## config.mk

```make
export PLATFORM = sky130hd
export DESIGN_NAME = regbank_wr_demux8_16bit
export DESIGN_NICKNAME = d
export VERILOG_FILES = /design/src/rtl/regbank_wr_demux8_16bit.sv
export SDC_FILE = /design/constraint.sdc
export NUM_CORES = 1
export LEC_CHECK = 0
export ABC_AREA = 1
export CELL_PAD_IN_SITES_DETAIL_PLACEMENT = 0
export CELL_PAD_IN_SITES_GLOBAL_PLACEMENT = 1
export CORE_MARGIN = 2
export CORE_UTILIZATION = 39
export CTS_BUF_LIST = sky130_fd_sc_hd__clkbuf_2
export CTS_CLUSTER_DIAMETER = 50
export CTS_CLUSTER_SIZE = 10
export DETAILED_ROUTE_END_ITERATION = 8
export GPL_ROUTABILITY_DRIVEN = 0
export PLACE_DENSITY = 0.93
export SLEW_MARGIN = 20
export SYNTH_ARGS = -nofsm -noshare
export SYNTH_HDL_FRONTEND = slang
export SYNTH_SLANG_ARGS = --single-unit
```

## constraint.sdc

```tcl
create_clock -name clk -period 1.6 [get_ports clk]
set_clock_uncertainty 0.1 [all_clocks]
set_input_delay 0.48 -clock clk [delete_from_list [all_inputs] [get_ports clk]]
set_output_delay 0.48 -clock clk [all_outputs]
set_load 0.005 [all_outputs]
```

## src/rtl/regbank_wr_demux8_16bit.sv

```systemverilog
// Write side of the eight-entry register bank.
// A request is decoded by wr_addr and byte-merged against the current register
// contents. The merged word is held in a one-entry staging register. It commits
// into q[pend_addr] on the first edge where stall is low. While a write is
// staged it is exposed on pend_* so the datapath can forward it.
module regbank_wr_demux8_16bit #(
  parameter int WIDTH   = 16,
  parameter bit R0_ZERO = 1'b1
) (
  input  logic             clk,
  input  logic             rst_n,
  input  logic             wr_valid,
  output logic             wr_ready,
  input  logic [2:0]       wr_addr,
  input  logic [WIDTH-1:0] wr_data,
  input  logic [1:0]       wr_be,
  input  logic             stall,
  input  logic             clr,
  output logic [WIDTH-1:0] q0,
  output logic [WIDTH-1:0] q1,
  output logic [WIDTH-1:0] q2,
  output logic [WIDTH-1:0] q3,
  output logic [WIDTH-1:0] q4,
  output logic [WIDTH-1:0] q5,
  output logic [WIDTH-1:0] q6,
  output logic [WIDTH-1:0] q7,
  output logic             pend_valid,
  output logic [2:0]       pend_addr,
  output logic [WIDTH-1:0] pend_data
);

  typedef enum logic {
    IDLE = 1'b0,
    HELD = 1'b1
  } state_t;

  state_t           state;
  state_t           state_nxt;
  logic [WIDTH-1:0] regs [8];
  logic             accept;
  logic             commit;
  logic             drop_r0;
  logic             load;
  logic [WIDTH-1:0] base;
  logic [WIDTH-1:0] merged;

  // Handshake and commit qualifiers. clr blocks both acceptance and commit.
  assign wr_ready = ~clr & ((state == IDLE) | ~stall);
  assign accept   = wr_valid & wr_ready;
  assign commit   = (state == HELD) & ~stall & ~clr;
  // A write to a hard-wired zero register is accepted but never staged.
  assign drop_r0  = R0_ZERO && (wr_addr == 3'd0);
  assign load     = accept & ~drop_r0;

  // The merge base is the newest value of the target register. This is the
  // staged word when it targets the same index, otherwise the committed register.
  assign base   = ((state == HELD) && (pend_addr == wr_addr)) ? pend_data : regs[wr_addr];
  assign merged = {wr_be[1] ? wr_data[WIDTH-1:8] : base[WIDTH-1:8],
                   wr_be[0] ? wr_data[7:0]       : base[7:0]};

  // Next-state decode: clear empties the stage, a load fills it, and a lone commit drains it.
  always_comb begin
    // NOTE: default first so every path assigns state_nxt and no latch is inferred.
    state_nxt = state;
    if (clr) begin
      state_nxt = IDLE;
    end else if (load) begin
      state_nxt = HELD;
    end else if (commit) begin
      state_nxt = IDLE;
    end
  end

  // State register.
  always_ff @(posedge clk or negedge rst_n) begin
    // NOTE: sequential state uses non-blocking assignments so all flops update together at the edge.
    if (!rst_n) begin
      state <= IDLE;
    end else begin
      state <= state_nxt;
    end
  end

  // Staging register: captures the destination and the merged word on each load.
  always_ff @(posedge clk or negedge rst_n) begin
    if (!rst_n) begin
      pend_addr <= 3'd0;
      pend_data <= '0;
    end else if (clr) begin
      pend_addr <= 3'd0;
      pend_data <= '0;
    end else if (load) begin
      pend_addr <= wr_addr;
      pend_data <= merged;
    end
  end

  // Register bank: commits the staged word; clr takes priority over a commit.
  always_ff @(posedge clk or negedge rst_n) begin
    // NOTE: the bank is reset because its contents drive outputs that must read zero out of reset.
    if (!rst_n) begin
      for (int i = 0; i < 8; i++) regs[i] <= '0;
    end else if (clr) begin
      for (int i = 0; i < 8; i++) regs[i] <= '0;
    end else if (commit) begin
      regs[pend_addr] <= pend_data;
    end
  end

  assign pend_valid = (state == HELD);

  assign q0 = R0_ZERO ? '0 : regs[0];
  assign q1 = regs[1];
  assign q2 = regs[2];
  assign q3 = regs[3];
  assign q4 = regs[4];
  assign q5 = regs[5];
  assign q6 = regs[6];
  assign q7 = regs[7];

endmodule

```

# Word level (Yosys, flattened, before mapping)
# Index checks and enable logic that the tools add are counted.
# W data, S select, Z words.
[totals]
memories = 0
output_inout_bits = 149
mem_bits_ro = 0
latch_bits = 0
regBits = 148
wordCells = 56
input_bits = 26
ram_bits = 0
[classes]
add_sub_neg = 0
magnitude_cmp = 3
bitwise_logic = 12
eq_ne = 3
shift = 0
div_mod_pow = 0
mux = 18
mul = 0
n_reduce_logical = 8
[op_table]
columns = ["op", "n"]
rows = [
  ["$mux W128", 2],
  ["$bwmux W128", 1],
  ["$mux W16", 6],
  ["$bmux W16 S3", 1],
  ["$demux W16 S3", 1],
  ["$mux W8", 2],
  ["$ge A4 B4 Y1 const B", 2],
  ["$not A3 Y4", 2],
  ["$mux W3", 2],
  ["$ne A3 B3 Y1 const B", 2],
  ["$and A1 B1 Y1", 5],
  ["$lt A4 B1 Y1 const B", 1],
  ["$not A1 Y1", 4],
  ["$reduce_and A2 Y1", 2],
  ["$reduce_bool A2 Y1", 2],
  ["$eq A3 B3 Y1", 1],
  ["$logic_not A3 Y1", 1],
  ["$mux W1", 3],
  ["$reduce_bool A3 Y1", 1],
  ["$logic_and A1 B1 Y1", 2],
  ["$or A1 B1 Y1", 1],
]

# Logic depth before layout (Yosys ltp)
# Gate-level depths: netlist (run 1).
[depth]
ltp_word = 8
mapped_depth = 10

# Worst setup path before layout (run 1)
# No wires, ideal clock.
[synth_timing]
path_type = "input port to flip-flop"
from = "in wr_addr[2]"
to = "reg pend_data[0]"
path_stages = 10
setup_time_ns = 0.117
arrival_time_ns = 1.326
t_required_ns = 1.383
path_slack_ns = 0.057
cell_sequence = "buf_2 > inv_2 > nand3_1 > nand2_2 > nor2_4 > inv_2 > nand2_4 > nand2_2 > nand2_1 > nand2_1"
[synth_between]
elab_chain_cells = 8
[synth_lines]
columns = ["item", "line_no", "source"]
rows = [
  ["start, declared", "14", "input logic [2:0] wr_addr,"],
  ["$not A3 Y4 (implied by the code)", "57", "assign base = ((state == HELD) && (pend_addr == wr_addr)) ? pend_data : regs[wr_addr];"],
  ["$bmux W16 S3", "57", ""],
  ["$mux W16 (implied by the code) (2 in series)", "57", ""],
  ["$mux W16", "57", ""],
  ["$mux W8", "59", "wr_be[0] ? wr_data[7:0] : base[7:0]};"],
  ["$mux W16", "92", "end else if (load) begin"],
  ["$mux W16", "89", "end else if (clr) begin"],
  ["end signal, assigned", "94", "pend_data <= merged;"],
  ["end, declared", "29", "output logic [WIDTH-1:0] pend_data"],
]
# Parallel ways exist; a longest one is shown, timed or not. The select of a mux whose other input is x is not followed.
# A chain may end at the register's enable or synchronous reset.

# Final worst setup path (run 1)
[layout_timing]
from = "reg state (netlist: pend_valid)"
to = "reg state (netlist: pend_valid)"
[layout_between]
elab_chain_cells = 7
[layout_lines]
columns = ["item", "line_no", "source"]
rows = [
  ["start, declared", "37", "state_t state;"],
  ["start signal, assigned", "80", "state <= state_nxt;"],
  ["$not A1 Y1", "48", "assign wr_ready = ~clr & ((state == IDLE) | ~stall);"],
  ["$or A1 B1 Y1", "48", ""],
  ["$and A1 B1 Y1", "48", ""],
  ["$and A1 B1 Y1", "49", "assign accept = wr_valid & wr_ready;"],
  ["$and A1 B1 Y1", "53", "assign load = accept & ~drop_r0;"],
  ["$mux W1", "67", "end else if (load) begin"],
  ["$mux W1", "65", "if (clr) begin"],
]
# Parallel ways exist; a longest one is shown, timed or not.

==> results of run 1 <==
-- power groups by stage --
stage          Sequential (mW)  Clock, mW  Combinational, mW
2_1_floorplan             3.90          0              0.447
3_5_place_dp              3.91          0              0.989
4_1_cts                   3.83       2.47               1.06
6_report                  3.84       2.49               1.19
3_3_place_gp              3.91          0              0.976
5_1_grt                   3.84       2.64               1.27
-- logic make-up after synthesis --
group	share of synthesized area (%)
flops	47.3
other cells	0.0479
buf+inv	18.3
simple gates	20.3
compound gates	14.1
-- state kept, by name (all words and copies together) (netlist names) --
| register | count |
|---|---|
| pend_data | 16 |
| pend_valid | 1 |
| q3 | 16 |
| regs | 16 |
| pend_addr | 3 |
| q4 | 16 |
| q1 | 16 |
| q2 | 16 |
| q5 | 16 |
| q7 | 16 |
| q6 | 16 |
-- worst max path at each step --
stage / start / endpoint / slack (ps) / depth (start not counted)
floorplan: wr_addr[2] / pend_data[0] / 60 / 10
global placement: clr / wr_ready / -590 / 5
detailed placement: clr / wr_ready / -600 / 5
CTS: pend_valid / wr_ready / -610 / 5
global route: pend_valid / wr_ready / -700 / 5
finish: pend_valid / pend_valid / -650 / 15
-- what timing repair did --
item | CTS | global route
hold buffers | 1 | 0
pin swaps | 5 | 15
endpoints found under the hold margin | 148 | 0
resized for setup | 568 | 95
buffers inserted | 126 | 39
gates cloned | 0 | 10
endpoints found under the setup margin | 133 | 281
-- metrics by stage --
step | instances | power [mW] | hold WS, ps | worst slack [ps] | setup TNS [ps]
global route | 1489 | 7.76 | 32.3 | -700 | -93490
global placement | 1285 | 4.89 | 293 | -587 | -61040
CTS | 1441 | 7.37 | 16.8 | -607 | -56990
detailed placement | 1285 | 4.90 | 290 | -602 | -65360
finish | 1489 | 7.52 | 41.3 | -652 | -75630
floorplan | 957 | 4.35 | 84.4 | 57.3 | 0
-- metal layers --
| metal | routed length, um | up-vias |
|---|---|---|
| met3 | 2430 | 78 |
| met4 | 854 | 0 |
| met5 | 0 | - |
| met1 | 11200 | 3823 |
| met2 | 13600 | 498 |
| li1 | - | 3602 |
-- layout make-up --
class | instances | area (um2) | area share, %
sequential | 148 | 3700 | 34.5
timing repair buffer | 423 | 3360 | 31.2
multi-input combinational | 571 | 2880 | 26.8
tap | 265 | 332 | 3.08
inverter | 51 | 200 | 1.86
clock inverter | 12 | 181 | 1.69
clock buffer | 19 | 95.1 | 0.885
-- layout by cell type (no fill, tap or decap), types with 34 or more instances in the layout --
cell type / netlist / final
a21oi_1: 40 / 39
buf_2: 23 / 131
buf_4: 135 / 207
buf_6: 0 / 37
dfrtp_1: 148 / 148
inv_1: 47 / 42
nand2_1: 125 / 120
nand3_1: 163 / 160
nor2_1: 35 / 34
o21ai_0: 128 / 81
o21ai_1: 0 / 45
o22ai_1: 42 / 37
==> results.yml, run 1 <==
run_status:
  status: "complete, but fails checks"
  violations: "setup timing"
critical_path:
  path_delay_family: "buffers and inverters"
  cp-end-kind: "flip-flop"
  regToRegSetupSlack_ps: -650
  crit_chain: "nand2_2 > buf_4 > buf_6 > buf_4 > buf_6 > buf_6 > buf_6 > buf_6 > buf_6 > buf_6 > buf_6 > buf_6 > buf_6 > buf_6 > a21oi_4"
  r2r_start: "pend_valid"
  max_stage_delay_ps: 460
  critPathKind: "flip-flop to flip-flop"
  cp_num_buf_inv: 13
  cp_slowest_cell: "dfrtp_1"
  required_ps: 2230
  crit_top_cell: "buf_6"
  r2r_end: "pend_valid"
  r2r_cells: 15
  worst_setup_path_start_kind: "flip-flop"
  cp_max_fo: 2
  crit_arrival_ps: 2880
global_routing:
  grtUsageMet2_pct: 41.0
  grt_max_degree: 37
  met3_usage_pct: 4.39
  grtUsageMet1_pct: 32.0
  overflow: 0
  antenna_found_initial: 0
  grt_pass1_wl_um: 40900
  busiest_layer: "met2"
  grt_usage_pct: 24.5
  grt_pass1_vias: 7431
sta:
  timing.fmax_ghz: 0.444
  period_minus_slack_ps: 2250
  rsz0062_at_grt: "yes"
  max_slew_margin_pct: 64.6
  worst_pin_slew_ps: 531
  worst_slack_ps: -652
  final-hold-violation-count: 0
  setup_viol_count_final: 278
  finalMaxSlewViolations: 0
  fin_crit_sh_pct: 141
synth:
  ys_ff_latch: 148
  postSynthCellCount: 942
  yosysMostFrequentCell: "nand3_1"
  synthTopCellsByArea: "dfrtp_1 47%, buf_4 13%, nand3_1 10%"
  synthFlopType: "dfrtp_1"
  synth_top_area_share_pct: 47.3
  syn_area_um2: 7830
  async_flop_share_pct: 100
  ys_types: 21
  yosysSeqAreaShare_pct: 47.3
  ys_warn_count: 0
  synth-edff-count: 0
  synth_area_leader_cell: "dfrtp_1"
  synth.top_cells.by_count: "163 x nand3_1, 148 x dfrtp_1, 135 x buf_4"
  syn_area_per_cell_um2: 8.31
place:
  placedInstanceArea_um2: 9400
  place_hpwl_um: 17500
  numPortBuffers: 158
clocking:
  cts.clk_slew.worst_paths_ps: 240
  cts_root_buf: "clkbuf_2"
  cts_buffer_depth: 2
  htree_levels: 4
  cts_buffers: 17
  clkSinkCount: 148
  clk_latency_ps: 780
  cts_tree: "yes"
route:
  drt_wl_total_um: 28100
  wl_per_cell_um: 18.9
  detail_route.iter0.violations: 837
  ant_nets: 0
  vias_per_cell: 5.37
  firstDrtPassIters: 5
  vias: 8001
  drc: 0
die:
  core_um2: 19600
  initial_core_util_pct: 40.0
  rows: 51
  die_h_um: 146
  pin_count: 175
  fp.dieW_um: 146
  dieArea_um2: 21200
pwr:
  p_switching_mw: 2.18
  p_sw_share_pct: 29.0
  p_clk_share_pct: 33.2
  p_per_area_nw_per_um2: 700
  max-vdd-ir-drop_uv: 491
  p_leak_nw: 5.46
  intPower_mw: 5.34
  combPwrFrac_pct: 15.8
  p_seq_share_pct: 51.0
finish:
  n_antenna_cell: 0
  utilization_pct: 54.9
  fillCellCount: 1779
  fin_nets: 1238
  area_growth_pct: 37.3
  drive_gt1_share_pct: 38.5
  final_area_um2: 10700
min_path:
  hold_path.class: "primary input to asynchronous set/reset pin"
flow_run:
  cap_viol_max_count: 0
Note: power is estimated with default switching activity, not from simulation.
==> run 2, diff against run 1 <==
- CORE_ASPECT_RATIO: not set -> 0.8
- RECOVER_POWER: not set -> 100
==> results.yml, run 2 (same netlist as run 1, synthesis figures left out) <==
run_status:
  status: "complete, but fails checks"
  violations: "setup timing"
critical_path:
  cp_slowest_cell: "dfrtp_1"
  worst_setup_path_start_kind: "flip-flop"
  cp-end-kind: "output port"
  critPathKind: "flip-flop to output port"
  r2r_start: "pend_valid"
  path_delay_family: "flip-flops"
  cp_num_buf_inv: 3
  crit_top_cell: "nand2_4"
  crit_chain: "buf_6 > nand2_4 > nand2_4 > inv_2 > buf_2"
  crit_arrival_ps: 1480
  cp_max_fo: 2
  required_ps: 1020
  r2r_cells: 11
  r2r_end: "q1[6]"
  regToRegSetupSlack_ps: -320
  max_stage_delay_ps: 450
  path_depth: 5
min_path:
  min_from: "wr_addr[0]"
  hold_path.class: "primary input to flip-flop"
  min_to: "pend_addr[0]"
  hold_depth: 4
route:
  drc: 0
  detail_route.iter0.violations: 837
  wl_per_cell_um: 18.7
  vias: 8014
  ant_nets: 0
  drt_wl_total_um: 27700
  vias_per_cell: 5.41
  firstDrtPassIters: 5
finish:
  utilization_pct: 53.4
  final_area_um2: 10500
  final_cells: 1482
  layout_common_cells: "210 x buf_4, 156 x nand3_1, 148 x dfrtp_1"
  layout_commonest_cell: "buf_4"
  fin_nets: 1233
  drive_gt1_share_pct: 38.1
  area_growth_pct: 34.6
  n_antenna_cell: 0
pwr:
  p_leak_nw: 5.38
  max-vdd-ir-drop_uv: 370
  p_per_area_nw_per_um2: 698
place:
  placedInstanceArea_um2: 9450
  place_hpwl_um: 17300
  numPortBuffers: 158
  place_ws_ps: -626
  dp.cells: 1293
global_routing:
  overflow: 0
  antenna_found_initial: 0
  grt_pass1_wl_um: 39100
  grt_max_degree: 36
  grt_usage_pct: 23.8
  grt_pass1_vias: 7165
die:
  pin_count: 175
  rows: 46
  fp.dieW_um: 162
  core_um2: 19700
  initial_core_util_pct: 39.7
  dieArea_um2: 21200
  die_h_um: 131
sta:
  whs_ps: 179
  final-hold-violation-count: 0
  timing.fmax_ghz: 0.484
  max_slew_margin_pct: 46.6
  rsz0062_at_grt: "yes"
  finalMaxSlewViolations: 0
  fin_crit_sh_pct: 129
  worst_pin_slew_ps: 801
  setup_viol_count_final: 277
  period_minus_slack_ps: 2060
  worst_slack_ps: -464
clocking:
  clk_latency_ps: 710
  cts_buffer_depth: 2
  cts.clk_slew.worst_paths_ps: 210
  clkSinkCount: 148
  cts_buffers: 17
  cts_tree: "yes"
  htree_levels: 4
  cts_root_buf: "clkbuf_2"
flow_run:
  cap_viol_max_count: 0
run 2: changes by cell type in the layout (fill, tap and decap cells not counted), moves of 3 or more:
cell and change:
buf_12 -4, buf_4 +3, buf_6 -7, clkbuf_16 -3, clkbuf_2 +4, clkbuf_4 +3, clkinv_2 +3, clkinvlp_4 -3
nand3_1 -4, nand3_2 +4, o21ai_0 -7, o21ai_1 +6
run 2: per-stage QoR:
| step | TNS (ps) | total power, mW |
|---|---|---|
| 6_report | -61870 | 7.35 |
| 5_1_grt | -87160 | 7.61 |
| 4_1_cts | -45120 | 7.27 |
| 3_5_place_dp | -68180 | 4.91 |
| 3_3_place_gp | -61590 | 4.90 |
| 2_1_floorplan | 0 | 4.35 |
run 2: how the worst max path moves through the flow:
| stage | from | endpoint | slack [ps] |
|---|---|---|---|
| 2_1_floorplan | wr_addr[2] | pend_data[0] | 60 |
| 3_3_place_gp | clr | wr_ready | -580 |
| 3_5_place_dp | stall | wr_ready | -630 |
| 4_1_cts | pend_valid | wr_ready | -490 |
| 5_1_grt | pend_valid | wr_ready | -550 |
| 6_report | pend_valid | wr_ready | -460 |
run 2: power by group:
part           switching, mW  leakage (nW)  internal (mW)  total, mW
Clock                   1.37         0.156           1.02       2.40
Combinational          0.661          3.17          0.454       1.12
Sequential            0.0437          2.06           3.80       3.84
Total                   2.08          5.38           5.27       7.35
run 2: area by class of cell:
type	instances	area [um2]
fillers	1816	9200
flip-flops and latches	148	3700
repair buffers	418	3170
multi-input cells	571	2880
well taps	264	330
inverters	51	193
clock inverters	10	159
clock buffers	20	100
run 2: layer usage:
metal	up-vias	track usage (%)	part of all wire, %
li1	3575	-	-
met1	3870	32.0	42
met2	509	39.9	47
met3	60	4.70	9.4
met4	0	6.45	2.2
met5	-	0	0
run 2: repair_timing:
| item | in CTS | in global routing |
|---|---|---|
| pin swaps | 2 | 5 |
| endpoints found under the hold margin | 148 | 0 |
| buffers inserted | 102 | 47 |
| resized for setup | 550 | 112 |
| hold buffers | 1 | 0 |
| endpoints found under the setup margin | 133 | 279 |
| cloned | 0 | 10 |
run 2: tightest hold or removal path: stages:
cell and delay, ps:
buf_2 140, inv_2 110, buf_4 140, o22ai_1 80
